$ cat src/rtl/mssd_pkg.sv
// Shared types and constants for the serial message demultiplexer.
// Holds the framing FSM state type and the hex-to-seven-segment table.
package mssd_pkg;

    typedef enum logic [1:0] {
        IDLE = 2'd0,
        ADDR = 2'd1,
        LEN  = 2'd2,
        DATA = 2'd3
    } state_t;

    localparam int ADDR_W = 2;
    localparam int CNT_W  = 4;
    localparam int PORTS  = 4;

    // Segment order is {g,f,e,d,c,b,a}, active-high.
    localparam logic [6:0] SEG_LUT [16] = '{
        7'h3F, 7'h06, 7'h5B, 7'h4F, 7'h66, 7'h6D, 7'h7D, 7'h07,
        7'h7F, 7'h6F, 7'h77, 7'h7C, 7'h39, 7'h5E, 7'h79, 7'h71
    };

    function automatic logic [6:0] hex7(input logic [3:0] v);
        return SEG_LUT[v];
    endfunction

endpackage

$ cat src/rtl/mssd_one_pulser.sv
// Synchronizes the push-button bit clock and serial data into clk, and
// emits one bit_en per button press together with the aligned data bit.
module one_pulser (
    input  logic clk,
    input  logic rst,
    input  logic pb,
    input  logic din,
    output logic bit_en,
    output logic bit_val
);

    logic [2:0] pb_sync;
    logic [1:0] din_sync;

    always_ff @(posedge clk or negedge rst) begin
        if (!rst) begin
            pb_sync  <= '0;
            din_sync <= '0;
        end else begin
            pb_sync  <= {pb_sync[1:0], pb};
            din_sync <= {din_sync[0], din};
        end
    end

    // Third stage only feeds edge detection, so a held button yields one pulse.
    assign bit_en  = pb_sync[1] & ~pb_sync[2];
    assign bit_val = din_sync[1];

endmodule

$ cat src/rtl/mssd.sv
// Serial message demultiplexer: start bit, 2-bit port address, 4-bit length,
// then payload bits routed to one of four ports; SSDs show port and count.
module mssd
    import mssd_pkg::*;
(
    input  logic       clk,
    input  logic       rst,
    input  logic       SerIn,
    input  logic       clkPB,
    output logic       done,
    output logic       SerOut_Valid,
    output logic [3:0] P,
    output logic [6:0] SSD_up,
    output logic [6:0] SSD_low
);

    logic              bit_en;
    logic              bit_val;
    state_t            state;
    logic [ADDR_W-1:0] addr;
    logic [CNT_W-1:0]  cnt;
    logic [1:0]        idx;
    logic [CNT_W-1:0]  cnt_shift;

    one_pulser u_pulser (
        .clk     (clk),
        .rst     (rst),
        .pb      (clkPB),
        .din     (SerIn),
        .bit_en  (bit_en),
        .bit_val (bit_val)
    );

    assign cnt_shift = {cnt[CNT_W-2:0], bit_val};

    always_ff @(posedge clk or negedge rst) begin
        if (!rst) begin
            state        <= IDLE;
            addr         <= '0;
            cnt          <= '0;
            idx          <= '0;
            done         <= 1'b0;
            SerOut_Valid <= 1'b0;
            P            <= '0;
        end else begin
            // Payload strobes last exactly one cycle.
            SerOut_Valid <= 1'b0;
            P            <= '0;
            if (bit_en) begin
                unique case (state)
                    IDLE: begin
                        if (bit_val) begin
                            state <= ADDR;
                            done  <= 1'b0;
                            idx   <= '0;
                        end
                    end
                    ADDR: begin
                        addr <= {addr[ADDR_W-2:0], bit_val};
                        idx  <= idx + 2'd1;
                        if (idx == 2'd1) begin
                            state <= LEN;
                            idx   <= '0;
                        end
                    end
                    LEN: begin
                        cnt <= cnt_shift;
                        idx <= idx + 2'd1;
                        if (idx == 2'd3) begin
                            idx <= '0;
                            if (cnt_shift == '0) begin
                                state <= IDLE;
                                done  <= 1'b1;
                            end else begin
                                state <= DATA;
                            end
                        end
                    end
                    DATA: begin
                        P[addr]      <= bit_val;
                        SerOut_Valid <= 1'b1;
                        cnt          <= cnt - 4'd1;
                        if (cnt == 4'd1) begin
                            state <= IDLE;
                            done  <= 1'b1;
                        end
                    end
                    default: state <= IDLE;
                endcase
            end
        end
    end

    assign SSD_up  = hex7({2'b00, addr});
    assign SSD_low = hex7(cnt);

endmodule

$ cat config.mk
export PLATFORM = sky130hd
export DESIGN_NAME = mssd
export DESIGN_NICKNAME = d
export VERILOG_FILES = /design/src/rtl/mssd_pkg.sv /design/src/rtl/mssd_one_pulser.sv /design/src/rtl/mssd.sv
export SDC_FILE = /design/constraint.sdc
export NUM_CORES = 1
export LEC_CHECK = 0
export CORE_UTILIZATION = 40
export DETAILED_ROUTE_END_ITERATION = 16
export SYNTH_ARGS = -nofsm -noshare
export SYNTH_HDL_FRONTEND = slang
export SYNTH_HIERARCHICAL = 1
export SYNTH_SLANG_ARGS = --single-unit
$ cat constraint.sdc
create_clock -name clk -period 3.1 [get_ports clk]
set_clock_uncertainty 0.1 [all_clocks]
set_input_delay 0.465 -clock clk [delete_from_list [all_inputs] [get_ports clk]]
set_output_delay 0.465 -clock clk [all_outputs]
set_load 0.05 [all_outputs]
==> qor.csv <==
metric,value,unit
hp-class,reg2reg,
crit_fanout,8,
cap_violations,0,
final_nets,177,
setup_viol_count_final,0,
synth_top_area_frac,0.396,
synth_area_per_cell,9.83,um2
vias_per_cell,4.94,
worstSetupPathType,reg2out,
final_cell_mix,"dfrtp_1 (21), clkdlybuf4s50_1 (18), ha_1 (17)",
worstReg2RegStart,cnt[0],
antenna_left,0,
final_max_slew_viol_count,0,
hold_path_depth,0,
rsz0062_at_grt,false,
via_count,984,
grt.overflow.total,0,
num_antenna_cells,0,
drive_gt1_frac,0.0581,
place_congestion,0.868,
yosysSeqAreaShare,0.396,
grt_max_degree,22,
synth_warnings,6,
worstHoldStart,u_pulser/pb_sync[0],
r2r_setup_slack,1.27,ns
start_util,0.428,
r2r_end,cnt[2],
synthCells,135,
clk_pin_slew_worst_paths,0.11,ns
finalSetupTns,0,ns
yosysTopAreaCell,dfrtp_1,
h-tree-depth,1,
layout_commonest_cell,dfrtp_1,
dr.first_iter.drc_count,57,
die_y,59.6,um
clock-sinks,21,
grt_antenna_before_repair,0,
holdPathEnd,u_pulser/pb_sync[1],
hold_viol,0,
reg2regPathDepth,5,
required,2.53,ns
grt_pass1_wl,4.20,mm
first_pass_iters,5,
clockBufferDepth,2,
synth.distinct_cells,34,
wirelength,2.41,mm
cp-end-kind,primary output,
core_area,0.00310,mm2
io_pins,24,
die_w,59.6,um
ys_top_cells_by_area,"dfrtp_1 (40%), ha_1 (16%), inv_1 (4.2%), nand2_1 (4.0%), mux2i_1 (3.8%)",
slew_headroom,0.402,
die-area,0.00355,mm2
numCtsBuffers,3,
drc_errors,0,
worst_pin_slew,0.895,ns
worst_ep_arrival_time,2.39,ns
fillCellCount,320,
hpwlAfterDp,1.85,mm
synth-seq-cells,21,
fmax,338,MHz
finalCritPeriodShare,0.954,
grt_pass1_vias,917,
final_core_util,0.513,
cts-root-buf,clkbuf_4,
fin_crit,2.96,ns
global_route.usage.total,0.157,
routedWlPerCell,12.1,um
clock_latency,0.30,ns
worst_setup_path_start_kind,register,
syn-cell-area,0.00133,mm2
rows,20,
numPortBuffers,22,
outcome,"finished, final reports clean",
areaGrowthSynthToFinish,19.9,%
cts_tree,yes,
syn-num-nets,156,
per-stage QoR:
step	hold slack (ns)	instance area (um2)	instances	worst slack, ns
CTS	0.263	1590	199	0.130
floorplan	0.0694	1330	135	0.709
finish	0.259	1590	199	0.143
detailed placement	0.235	1560	195	0.333
global placement	0.232	1560	195	0.372
global route	0.270	1590	199	0.00368
worst max path at each step:
stage                       from          to  slack, ns  depth (start not counted)
final                     cnt[0]  SSD_low[6]       0.14                          5
after CTS                 cnt[0]  SSD_low[6]       0.13                          5
after floorplan           cnt[0]  SSD_low[6]       0.71                          4
after global placement    cnt[0]  SSD_low[1]       0.37                          7
after global routing      cnt[0]  SSD_low[6]      0.004                          5
after detailed placement  cnt[0]  SSD_low[1]       0.33                          7
state kept, by name, indices dropped and copies added, names as in the netlist:
name / flops
cnt: 4
u_pulser/pb_sync: 3
idx: 2
u_pulser/din_sync: 2
addr: 2
SerOut_Valid: 1
P: 4
state: 2
done: 1
routing by layer:
| metal | part of all wire | wire [um] | up-vias | track usage |
|---|---|---|---|---|
| li1 | - | - | 488 | - |
| met1 | 0.48 | 1150 | 479 | 0.221 |
| met2 | 0.48 | 1150 | 15 | 0.234 |
| met3 | 0.038 | 91 | 2 | 0.0459 |
| met4 | 0.0071 | 17 | 0 | 0.0399 |
| met5 | 0 | 0 | - | 0 |
final cells by class:
cell class              instances  area (um2)  area share
clock buffers                   3        22.5      0.0142
clock inverters                 1        5.00     0.00314
inverters                      15        56.3      0.0354
multi-input cells              92         698       0.439
flip-flops and latches         21         526       0.330
well taps                      44        55.1      0.0346
repair buffers                 23         229       0.144
synth_stat cells:
master     n
o21a_1     1
and2b_1    1
o41ai_4    1
and2_1     1
nor2_1    10
nand2b_1   2
or3b_1     1
a21bo_1    1
ha_1      17
a22o_1     5
clkbuf_1   1
o32a_1     1
o21ai_1    4
dfrtp_1   21
nor2b_1    5
nor3_1     2
inv_1     15
conb_1     1
nand4_1    1
a21oi_1    4
mux2i_1    5
a22oi_1    2
buf_6      1
a41oi_1    1
mux4_2     1
nand2_1   14
o21ai_0    6
a21boi_1   1
and3_1     1
a31oi_1    1
buf_4      3
buf_2      2
nor2b_4    1
a32o_1     1
worst max-delay path, cell delays in order, from the launching register on:
cell             delay (ns)
dfrtp_1                0.53
inv_1                  0.18
ha_1                   0.26
ha_1                   0.18
mux2i_1                0.13
clkdlybuf4s50_1        0.82
kinds of logic (layout without fill, tap and decap cells):
kind of cell	count (synthesis)	count (layout)	share of synthesized area
AO/OA/AOI/OAI	29	29	0.163
adder cells (fa/ha/maj)	17	17	0.160
flip-flops	21	21	0.396
AND/OR/NAND/NOR	39	39	0.145
other	1	1	0.00282
multiplexers	6	6	0.0547
buffers and inverters	22	42	0.0782
repair_timing:
action	4_1_cts	5_1_grt
gates resized for setup	1	2
buffers inserted	0	0
hold buffers	0	0
endpoints found under the setup margin	1	2
Power is not shown: default switching activity piles up to over one toggle a cycle in this logic, so the estimate is an artifact.
